--- config.mk ---
export PLATFORM = sky130hd
export DESIGN_NAME = mod2011_stream_seq
export DESIGN_NICKNAME = d
export VERILOG_FILES = /design/src/rtl/mod2011_pkg.sv /design/src/rtl/x_100_mod_2011.sv /design/src/rtl/mod2011_stream_seq.sv
export SDC_FILE = /design/constraint.sdc
export NUM_CORES = 2
export LEC_CHECK = 0
export CELL_PAD_IN_SITES_DETAIL_PLACEMENT = 0
export CELL_PAD_IN_SITES_GLOBAL_PLACEMENT = 1
export CORE_MARGIN = 4
export CORE_UTILIZATION = 54
export DETAILED_ROUTE_END_ITERATION = 8
export GPL_ROUTABILITY_DRIVEN = 0
export MAX_ROUTING_LAYER = met4
export PLACE_DENSITY_LB_ADDON = 0.1
export SLEW_MARGIN = 25
export SYNTH_ARGS = -nofsm -noshare
export SYNTH_HDL_FRONTEND = slang
export SYNTH_HIERARCHICAL = 1
export SYNTH_SLANG_ARGS = --single-unit
--- constraint.sdc ---
create_clock -name clk -period 328.3 [get_ports clk]
set_clock_uncertainty 0.15 [all_clocks]
set_input_delay 65.66 -clock clk [delete_from_list [all_inputs] [get_ports clk]]
set_output_delay 65.66 -clock clk [all_outputs]
set_load 0.03 [all_outputs]
--- src/rtl/mod2011_pkg.sv ---
// -----------------------------------------------------------------------------
// mod2011_pkg
// Shared constants, state encoding and fold helper for the mod-2011 stream
// sequencer and its x_100 mod-2011 reducer.
// -----------------------------------------------------------------------------
package mod2011_pkg;

    localparam int unsigned MOD    = 2011;
    localparam int unsigned W_IN   = 100;
    localparam int unsigned W_R    = 11;
    localparam int unsigned W_FOLD = 22;
    localparam int unsigned W_ACC  = W_R + 1;
    localparam int unsigned W_WCNT = 16;

    // 2^100 mod 2011
    localparam logic [W_R-1:0] POW100 = 11'd1450;

    typedef enum logic [1:0] {
        WAIT  = 2'd0,
        CHUNK = 2'd1,
        FOLD  = 2'd2,
        DONE  = 2'd3
    } seq_state_t;

    // Horner fold term r*2^100 + c, pre-reduction; worst case 2,916,510 fits 22 bits
    function automatic logic [W_FOLD-1:0] fold_sum(input logic [W_R-1:0] r,
                                                   input logic [W_R-1:0] c);
        return (W_FOLD'(r) * W_FOLD'(POW100)) + W_FOLD'(c);
    endfunction

endpackage

--- src/rtl/x_100_mod_2011.sv ---
// -----------------------------------------------------------------------------
// x_100_mod_2011
// Combinational reducer: r = x mod 2011 for a 100-bit x. Result is always
// in 0..2010.
// Ports:
//   x  in  100  value to reduce
//   r  out 11   residue
// -----------------------------------------------------------------------------
module x_100_mod_2011
    import mod2011_pkg::*;
(
    input  logic [W_IN-1:0] x,
    output logic [W_R-1:0]  r
);

    logic [W_ACC-1:0] acc;

    // MSB-first binary long division: acc stays < 2011, so 2*acc+bit < 4022
    // and a single conditional subtract restores the invariant each step.
    always_comb begin
        acc = '0;
        for (int i = int'(W_IN) - 1; i >= 0; i--) begin
            acc = {acc[W_ACC-2:0], x[i]};
            if (acc >= W_ACC'(MOD)) begin
                acc = acc - W_ACC'(MOD);
            end
        end
        r = acc[W_R-1:0];
    end

endmodule

--- src/rtl/mod2011_stream_seq.sv ---
// -----------------------------------------------------------------------------
// mod2011_stream_seq
// Streams an arbitrarily long operand (most-significant 100-bit word first)
// and returns its residue mod 2011. One shared x_100 mod-2011 reducer is
// time-multiplexed per word: CHUNK reduces the word, FOLD applies the Horner
// step r <- (r*2^100 + w) mod 2011.
//
// Ports:
//   clk      in   1    clock, rising edge
//   rst      in   1    synchronous active-high reset
//   s_valid  in   1    input word valid
//   s_ready  out  1    word accepted this cycle (WAIT only)
//   s_data   in   100  operand word, MS word first
//   s_last   in   1    final (least-significant) word
//   m_valid  out  1    residue valid (DONE only)
//   m_ready  in   1    consumer accepts residue
//   m_rem    out  11   residue, 0..2010
//   m_wcnt   out  16   operand word count (only with MOD2011_SEQ_WCNT_EN)
//
// Build option: define MOD2011_SEQ_WCNT_EN to add the saturating word counter
// and the m_wcnt port.
// -----------------------------------------------------------------------------
module mod2011_stream_seq
    import mod2011_pkg::*;
(
    input  logic              clk,
    input  logic              rst,
    input  logic              s_valid,
    output logic              s_ready,
    input  logic [W_IN-1:0]   s_data,
    input  logic              s_last,
    output logic              m_valid,
    input  logic              m_ready,
    output logic [W_R-1:0]    m_rem
`ifdef MOD2011_SEQ_WCNT_EN
    ,
    output logic [W_WCNT-1:0] m_wcnt
`endif
);

    seq_state_t       state_q, state_d;
    logic [W_IN-1:0]  data_q,  data_d;
    logic             last_q,  last_d;
    logic [W_R-1:0]   c_q,     c_d;
    logic [W_R-1:0]   r_q,     r_d;
    logic [W_R-1:0]   m_rem_d;
    logic             s_ready_d;
    logic             m_valid_d;

    logic [W_IN-1:0]  red_in;
    logic [W_R-1:0]   red_out;
    logic [W_FOLD-1:0] fold_c;

    logic             in_hs_c;
    logic             out_hs_c;

    assign in_hs_c  = s_valid & s_ready;
    assign out_hs_c = m_valid & m_ready;

    // Fold operand from registered values only
    assign fold_c = fold_sum(r_q, c_q);

    x_100_mod_2011 u_reducer (
        .x (red_in),
        .r (red_out)
    );

    // Next-state, reducer mux and next-output logic
    always_comb begin
        state_d = state_q;
        data_d  = data_q;
        last_d  = last_q;
        c_d     = c_q;
        r_d     = r_q;
        m_rem_d = m_rem;
        red_in  = data_q;

        case (state_q)
            WAIT: begin
                if (in_hs_c) begin
                    data_d  = s_data;
                    last_d  = s_last;
                    state_d = CHUNK;
                end
            end
            CHUNK: begin
                red_in  = data_q;
                c_d     = red_out;
                state_d = FOLD;
            end
            FOLD: begin
                red_in = W_IN'(fold_c);
                r_d    = red_out;
                if (last_q) begin
                    m_rem_d = red_out;
                    state_d = DONE;
                end else begin
                    state_d = WAIT;
                end
            end
            DONE: begin
                if (out_hs_c) begin
                    r_d     = '0;
                    state_d = WAIT;
                end
            end
            default: begin
                state_d = WAIT;
            end
        endcase

        // Handshake flags registered from the next state so they track it exactly
        s_ready_d = (state_d == WAIT);
        m_valid_d = (state_d == DONE);
    end

    // State and datapath registers
    always_ff @(posedge clk) begin
        if (rst) begin
            state_q <= WAIT;
            data_q  <= '0;
            last_q  <= 1'b0;
            c_q     <= '0;
            r_q     <= '0;
            s_ready <= 1'b1;
            m_valid <= 1'b0;
            m_rem   <= '0;
        end else begin
            state_q <= state_d;
            data_q  <= data_d;
            last_q  <= last_d;
            c_q     <= c_d;
            r_q     <= r_d;
            s_ready <= s_ready_d;
            m_valid <= m_valid_d;
            m_rem   <= m_rem_d;
        end
    end

`ifdef MOD2011_SEQ_WCNT_EN
    logic [W_WCNT-1:0] wcnt_d;

    // Word counter: saturating on input handshakes, cleared on residue handshake
    always_comb begin
        wcnt_d = m_wcnt;
        if (out_hs_c) begin
            wcnt_d = '0;
        end else if (in_hs_c && (m_wcnt != {W_WCNT{1'b1}})) begin
            wcnt_d = m_wcnt + W_WCNT'(1);
        end
    end

    always_ff @(posedge clk) begin
        if (rst) begin
            m_wcnt <= '0;
        end else begin
            m_wcnt <= wcnt_d;
        end
    end
`endif

endmodule

== Yosys cells after proc, flatten, opt, wreduce, memory -nomap -nowiden ==
Index checks and enable logic that the tools add are counted.
Storage, ports and cells
  register bits after elaboration: 138
  output and inout port bits: 13
  word-level logic and storage cells: 300
Operators by class
  add/subtract/negate cells: 91
  multipliers: 1
  order comparisons: 90
  equality and inequality tests: 5
  mux-type cells: 97
  bitwise gates (word level): 2
  reduce and logical (&&, ||, !) cells: 6
Operator list (number)
  12-bit by 11-bit greater-or-equal comparator with 1-bit output (second input constant): 89
  11-bit 2-to-1 mux: 91
  11-bit subtractor (second input constant): 90
  100-bit 2-to-1 mux: 1
  22-bit by 11-bit adder with 22-bit output: 1
  11-bit one-hot mux with 2 select lines: 1
  11-bit by 10-bit multiplier with 21-bit output (second input constant): 1
  11-bit greater-or-equal comparator (second input constant): 1
  2-bit one-hot mux with 4 select lines: 1
  2-bit == test (second input constant): 3
  2-bit 2-to-1 mux: 3
  2-bit AND reduction: 3
  2-bit zero test: 2
  1-bit AND: 2
  2-bit by 1-bit == test with 1-bit output (second input constant): 1
  2-bit inequality test (second input constant): 1
  2-bit nonzero test: 1

== Logic depth before layout (Yosys ltp) ==
  word-level depth: 184
  depth in mapped cells: 582
  depth with buffers taken out: 551

== By module ==
Netlist, hierarchy kept.
By module, submodules not included
  x_100_mod_2011: instances 1, cells an instance 6306, area each 50071.8 µm², seq. area each 0.0 µm²
  mod2011_stream_seq: instances 1, cells an instance 1083, area each 8423.1 µm², seq. area each 2762.6 µm²

== Least setup slack after synthesis ==
No wires, ideal clock.
  path type: register to register
  from: register state_q[0]
  to: register r_q[1]
  arrival: 115.965 ns
  data required time: 328.022 ns
  path slack: 212.057 ns
  stages on the path, launching flop included: 556
  buffers on the path: 31
  cells stage by stage: dfxtp_1 > nand2b_1 > clkbuf_1 > clkbuf_1 > and2_1 > ha_1 > a211oi_4 > o21ai_2 > and2_2 > xor2_1 > ha_1 > a31o_1 > o211a_2 > nor2_4 > xnor2_1 > ha_1 > nor2_1 > a311o_1 > [... 520 more ...] > ha_1 > a211oi_2 > o21a_2 > o21a_1 > xnor2_2 > ha_1 > a221o_2 > a31oi_4 > a211oi_1 > or3_1 > and2_2 > ha_1 > nor3_1 > o31ai_1 > a41oi_2 > mux2_2 > a22oi_1 > nor2_1
Between the ends
  word-level cells in the longest chain between the ends: 183
  elaborated cells between the ends (all ways): 277
RTL lines
  start, declared: line mod2011_stream_seq.sv:41  | seq_state_t state_q, state_d;
  start signal, assigned: line mod2011_stream_seq.sv:129  | state_q <= state_d;
  2-bit == test (*): line mod2011_stream_seq.sv:78  | case (state_q)
  100-bit 2-to-1 mux (*): line mod2011_stream_seq.sv:78
  net red_in[90]: line mod2011_stream_seq.sv:50  | logic [W_IN-1:0] red_in;
  11-bit subtractor or 11-bit greater-or-equal comparator (tied branches): line x_100_mod_2011.sv:25, x_100_mod_2011.sv:24
  11-bit 2-to-1 mux (*): line x_100_mod_2011.sv:24  | if (acc >= W_ACC'(MOD)) begin
  11-bit subtractor or 12-bit by 11-bit greater-or-equal comparator with 1-bit output (tied branches): line x_100_mod_2011.sv:25, x_100_mod_2011.sv:24
  11-bit 2-to-1 mux (*): line x_100_mod_2011.sv:24
  11-bit subtractor or 12-bit by 11-bit greater-or-equal comparator with 1-bit output (tied branches): line x_100_mod_2011.sv:25, x_100_mod_2011.sv:24
  [... 169 more ...]
  11-bit subtractor or 12-bit by 11-bit greater-or-equal comparator with 1-bit output (tied branches): line x_100_mod_2011.sv:25, x_100_mod_2011.sv:24
  11-bit 2-to-1 mux (*): line x_100_mod_2011.sv:24
  12-bit by 11-bit greater-or-equal comparator with 1-bit output or 11-bit subtractor (tied branches): line x_100_mod_2011.sv:24, x_100_mod_2011.sv:25
  11-bit 2-to-1 mux (*): line x_100_mod_2011.sv:24
  11-bit subtractor or 12-bit by 11-bit greater-or-equal comparator with 1-bit output (tied branches): line x_100_mod_2011.sv:25, x_100_mod_2011.sv:24
  11-bit 2-to-1 mux (*): line x_100_mod_2011.sv:24
  net red_out[1]: line mod2011_stream_seq.sv:51  | logic [W_R-1:0] red_out;
  11-bit one-hot mux with 2 select lines (*): line mod2011_stream_seq.sv:78
  end signal, assigned: line mod2011_stream_seq.sv:133  | r_q <= r_d;
  end, declared: line mod2011_stream_seq.sv:45  | logic [W_R-1:0] r_q, r_d;
The timed path passes the listed nets; every way through them passes the cells marked *.
A chain may end at the register's enable or synchronous reset.

== Worst setup path in the final report ==
  from: register state_q[0]
  to: register r_q[1]
Between the ends
  word-level cells in the longest chain between the ends: 183
  elaborated cells between the ends (all ways): 277
RTL lines (line)
  2-bit == test (*): mod2011_stream_seq.sv:78
  100-bit 2-to-1 mux (*): mod2011_stream_seq.sv:78
  net red_in[89]: mod2011_stream_seq.sv:50
  11-bit subtractor or 11-bit greater-or-equal comparator (tied branches): x_100_mod_2011.sv:25, x_100_mod_2011.sv:24
  11-bit 2-to-1 mux (*): x_100_mod_2011.sv:24
  11-bit subtractor or 12-bit by 11-bit greater-or-equal comparator with 1-bit output (tied branches): x_100_mod_2011.sv:25, x_100_mod_2011.sv:24
  11-bit 2-to-1 mux (*): x_100_mod_2011.sv:24
  11-bit subtractor or 12-bit by 11-bit greater-or-equal comparator with 1-bit output (tied branches): x_100_mod_2011.sv:25, x_100_mod_2011.sv:24
  [... 169 more ...]
  11-bit subtractor or 12-bit by 11-bit greater-or-equal comparator with 1-bit output (tied branches): x_100_mod_2011.sv:25, x_100_mod_2011.sv:24
  11-bit 2-to-1 mux (*): x_100_mod_2011.sv:24
  12-bit by 11-bit greater-or-equal comparator with 1-bit output or 11-bit subtractor (tied branches): x_100_mod_2011.sv:24, x_100_mod_2011.sv:25
  11-bit 2-to-1 mux (*): x_100_mod_2011.sv:24
  11-bit subtractor or 12-bit by 11-bit greater-or-equal comparator with 1-bit output (tied branches): x_100_mod_2011.sv:25, x_100_mod_2011.sv:24
  11-bit 2-to-1 mux (*): x_100_mod_2011.sv:24
  net red_out[1]: mod2011_stream_seq.sv:51
  11-bit one-hot mux with 2 select lines (*): mod2011_stream_seq.sv:78
Marks and branches as above.

==> summary.md <==
| Metric | Value |
|---|---|
| Setup TNS | `0 ns` |
| Setup crit end | `r_q[1]` |
| CTS Buf Count | `17` |
| Setup Viol. Count Final | `0` |
| Final net count | `7590` |
| Most common cell after layout, fill and taps aside | `nand2_1` |
| Post-synth EDFFs | `0` |
| Worst Reg-to-Reg Cells | `527` |
| Fin crit share | `40.62%` |
| Multi-input gate area | `52510 µm²` |
| Element type at the critical path start | `register` |
| Routed vias | `59110` |
| Top layer in use | `met4` |
| Hold Startpoint | `data_q[94]` |
| Crit-path max FO | `25` |
| Actual slew at the worst max-slew pin | `1.006 ns` |
| Total GRT Usage | `28.92%` |
| Commonest non-fill, non-tap cells in the layout | `nand2_1 (721), nor2_1 (506), a21oi_1 (459)` |
| Max Cap Viol | `0` |
| Synth unique cells | `233` |
| Ys flop type | `dfxtp_1` |
| Avg Cell Area, Syn | `7.916 µm²` |
| DR vias/cell | `6.784` |
| Antenna cells | `0` |
| Average wire per standard cell | `19.26 µm` |
| First-pass GRT wire length | `276300 µm` |
| Placed Cells | `8681` |
| Total die area | `113700 µm²` |
| Register area | `2763 µm²` |
| Cts repair resizes | `0` |
| Total wire length | `167800 µm` |
| Fill count | `10210` |
| Die Y | `337.1 µm` |
| Critical Path Max Stage Delay | `0.71 ns` |
| Die W | `337.1 µm` |
| Share of cells above drive strength 1 | `25.00%` |
| Cts-stage hold buffer count | `0` |
| Clk Latency, worst-skew pair | `0.51 ns` |
| Routed Antenna Nets | `0` |
| Asr flop ratio synth | `0%` |
| Outcome | `finished clean` |
| Share of the synthesized area in the top cell type | `4.723%` |
| Initial antenna violation count | `0` |
| Register area share after synthesis | `4.723%` |
| # rows | `120` |
| Setup bufs post-CTS | `0` |
| Required @ worst endpoint | `328.51 ns` |
| Biggest area consumer among synthesized cells | `dfxtp_1` |
| Ranking of synthesized cells by area | `dfxtp_1 (4.7%), nand2_1 (4.6%), a21oi_1 (3.9%)` |
| Slew HR | `32.53%` |
| Worst R2R Setup Slack | `194.94 ns` |
| Largest net degree at the start of global routing | `86` |
| Max-slew violations | `0` |
| Clk slew on worst S/H paths | `0.07 ns` |
| Gate Count Post-Synth | `7389` |
| Vias in the first global route | `53780` |
| CTS tree | `yes` |
| Most used cell, CP | `ha_1` |
| Worst-case clock buffer depth | `2` |
| Post-layout min period | `133.36 ns` |
| Core Region | `107400 µm²` |
| Max Fclk | `7.499 MHz` |
| Synth Warn # | `6` |
| Met1 WL | `81010 µm` |
| CP startpoint | `state_q[0]` |
| Num Clock Sinks | `138` |
| Post-route insts no fill | `8714` |
| PortBufs | `117` |
| Crit Path Class | `reg -> reg` |
| Initial Util | `54.49%` |
| R2r endpoint | `r_q[1]` |
| Grt ovf | `0` |
| Synth Cell Area | `58490 µm²` |
| DRT iter0 DRCs | `5198` |
| Area grow syn2layout | `2.751%` |
| #FFs+latches synth | `138` |
| Final Hold Viols | `0` |
| DR WL met2 | `76830 µm` |
| Remaining DRCs | `0` |
| Crit. End Element | `register` |
| Met3 WL | `8126 µm` |
| CP max stage cell | `o41ai_1` |
| Hpwl dp | `133100 µm` |
| Hold Crit Class | `reg -> reg` |
| Crit path DAT | `133.57 ns` |
| Root Driver | `clkbuf_16` |
| Htree depth | `4` |
| RSZ-0062 raised after global routing | `no` |
| Drt first pass iters | `6` |
| I/O pin count | `118` |
| R2r startpoint | `state_q[0]` |
| Mapped Nets | `7681` |
routing by layer:
layer,GRT usage [%],vias up
li1,-,28920
met1,40.33,28350
met2,46.36,1686
met3,2.436,148
met4,4.679,0
met5,-,-
registers in the layout, indices dropped and copies added (netlist names):
signal	cells
c_q	11
data_q	100
last_q	1
m_rem	11
m_valid	1
r_q	11
s_ready	1
state_q	2
layout make-up:
| cell class | count | share of cell area (%) |
|---|---|---|
| clock buffers | 17 | 0.7078 |
| clock inverters | 15 | 0.2977 |
| inverters | 274 | 1.855 |
| multi-input cells | 6726 | 87.37 |
| flip-flops and latches | 138 | 4.596 |
| well taps | 1403 | 2.921 |
| repair buffers | 141 | 2.250 |
per-stage QoR:
step                worst slack, ns  area [µm²]  hold WS (ns)  utilization (%)
floorplan                    212.06       58490        0.2817                -
global placement             201.40       59470        0.2873            55.40
detailed placement           196.75       59470        0.2918            55.40
CTS                          196.26       60070        0.3019            55.96
global route                 184.85       60100        0.3198            55.99
finish                       194.94       60100        0.3010            55.99
worst min path at each step:
stage / to / depth (start not counted)
detailed placement: data_q[86] / 2
global route: data_q[37] / 2
global placement: data_q[70] / 2
floorplan: data_q[22] / 2
CTS: data_q[86] / 2
finish: data_q[94] / 2
cells by family after synthesis:
group	share of synthesized area, %
flip-flops	4.723
multiplexers	5.752
adder cells (fa/ha/maj)	4.372
AND/OR/NAND/NOR	29.38
buffers and inverters	5.585
XOR/XNOR	6.413
AO/OA/AOI/OAI	43.77
cells in the mapped netlist, types with 37 or more instances:
library cell	n
xnor2_2	37
nor3_2	39
xor2_1	64
and2_1	137
o211ai_1	118
o21ai_1	134
o21a_2	48
o21ai_2	59
o21ai_0	266
inv_1	254
a21boi_0	37
mux2_2	58
nand4_1	81
o2111ai_1	43
nor4_1	72
nand2_1	721
nor3_1	210
a31oi_1	104
a21oi_2	75
ha_1	158
a21o_2	70
and3_2	64
nand3_1	216
o31a_1	41
o31a_2	45
a21oi_1	459
a211oi_1	70
and3_1	44
and2_2	83
or2_2	52
clkbuf_1	56
xnor2_1	242
or3_1	75
o31ai_1	90
o21a_1	73
dfxtp_1	138
mux2i_1	112
nor2_1	506
buf_6	90
a21o_1	52
worst max-delay path: cells and delay by family (launching register included):
family                     cells  cell delay (ns)
and+or+nand+nor              121            27.53
xor gates and xnor gates      56            13.83
AOI/OAI and AO/OA            218            62.59
DFF                            1             0.43
adders and majority gates     81            21.55
buffers and inverters         39             4.21
muxes                         12             2.59
Power is not shown: default switching activity piles up to over one toggle a cycle in this logic, so the estimate is an artifact.
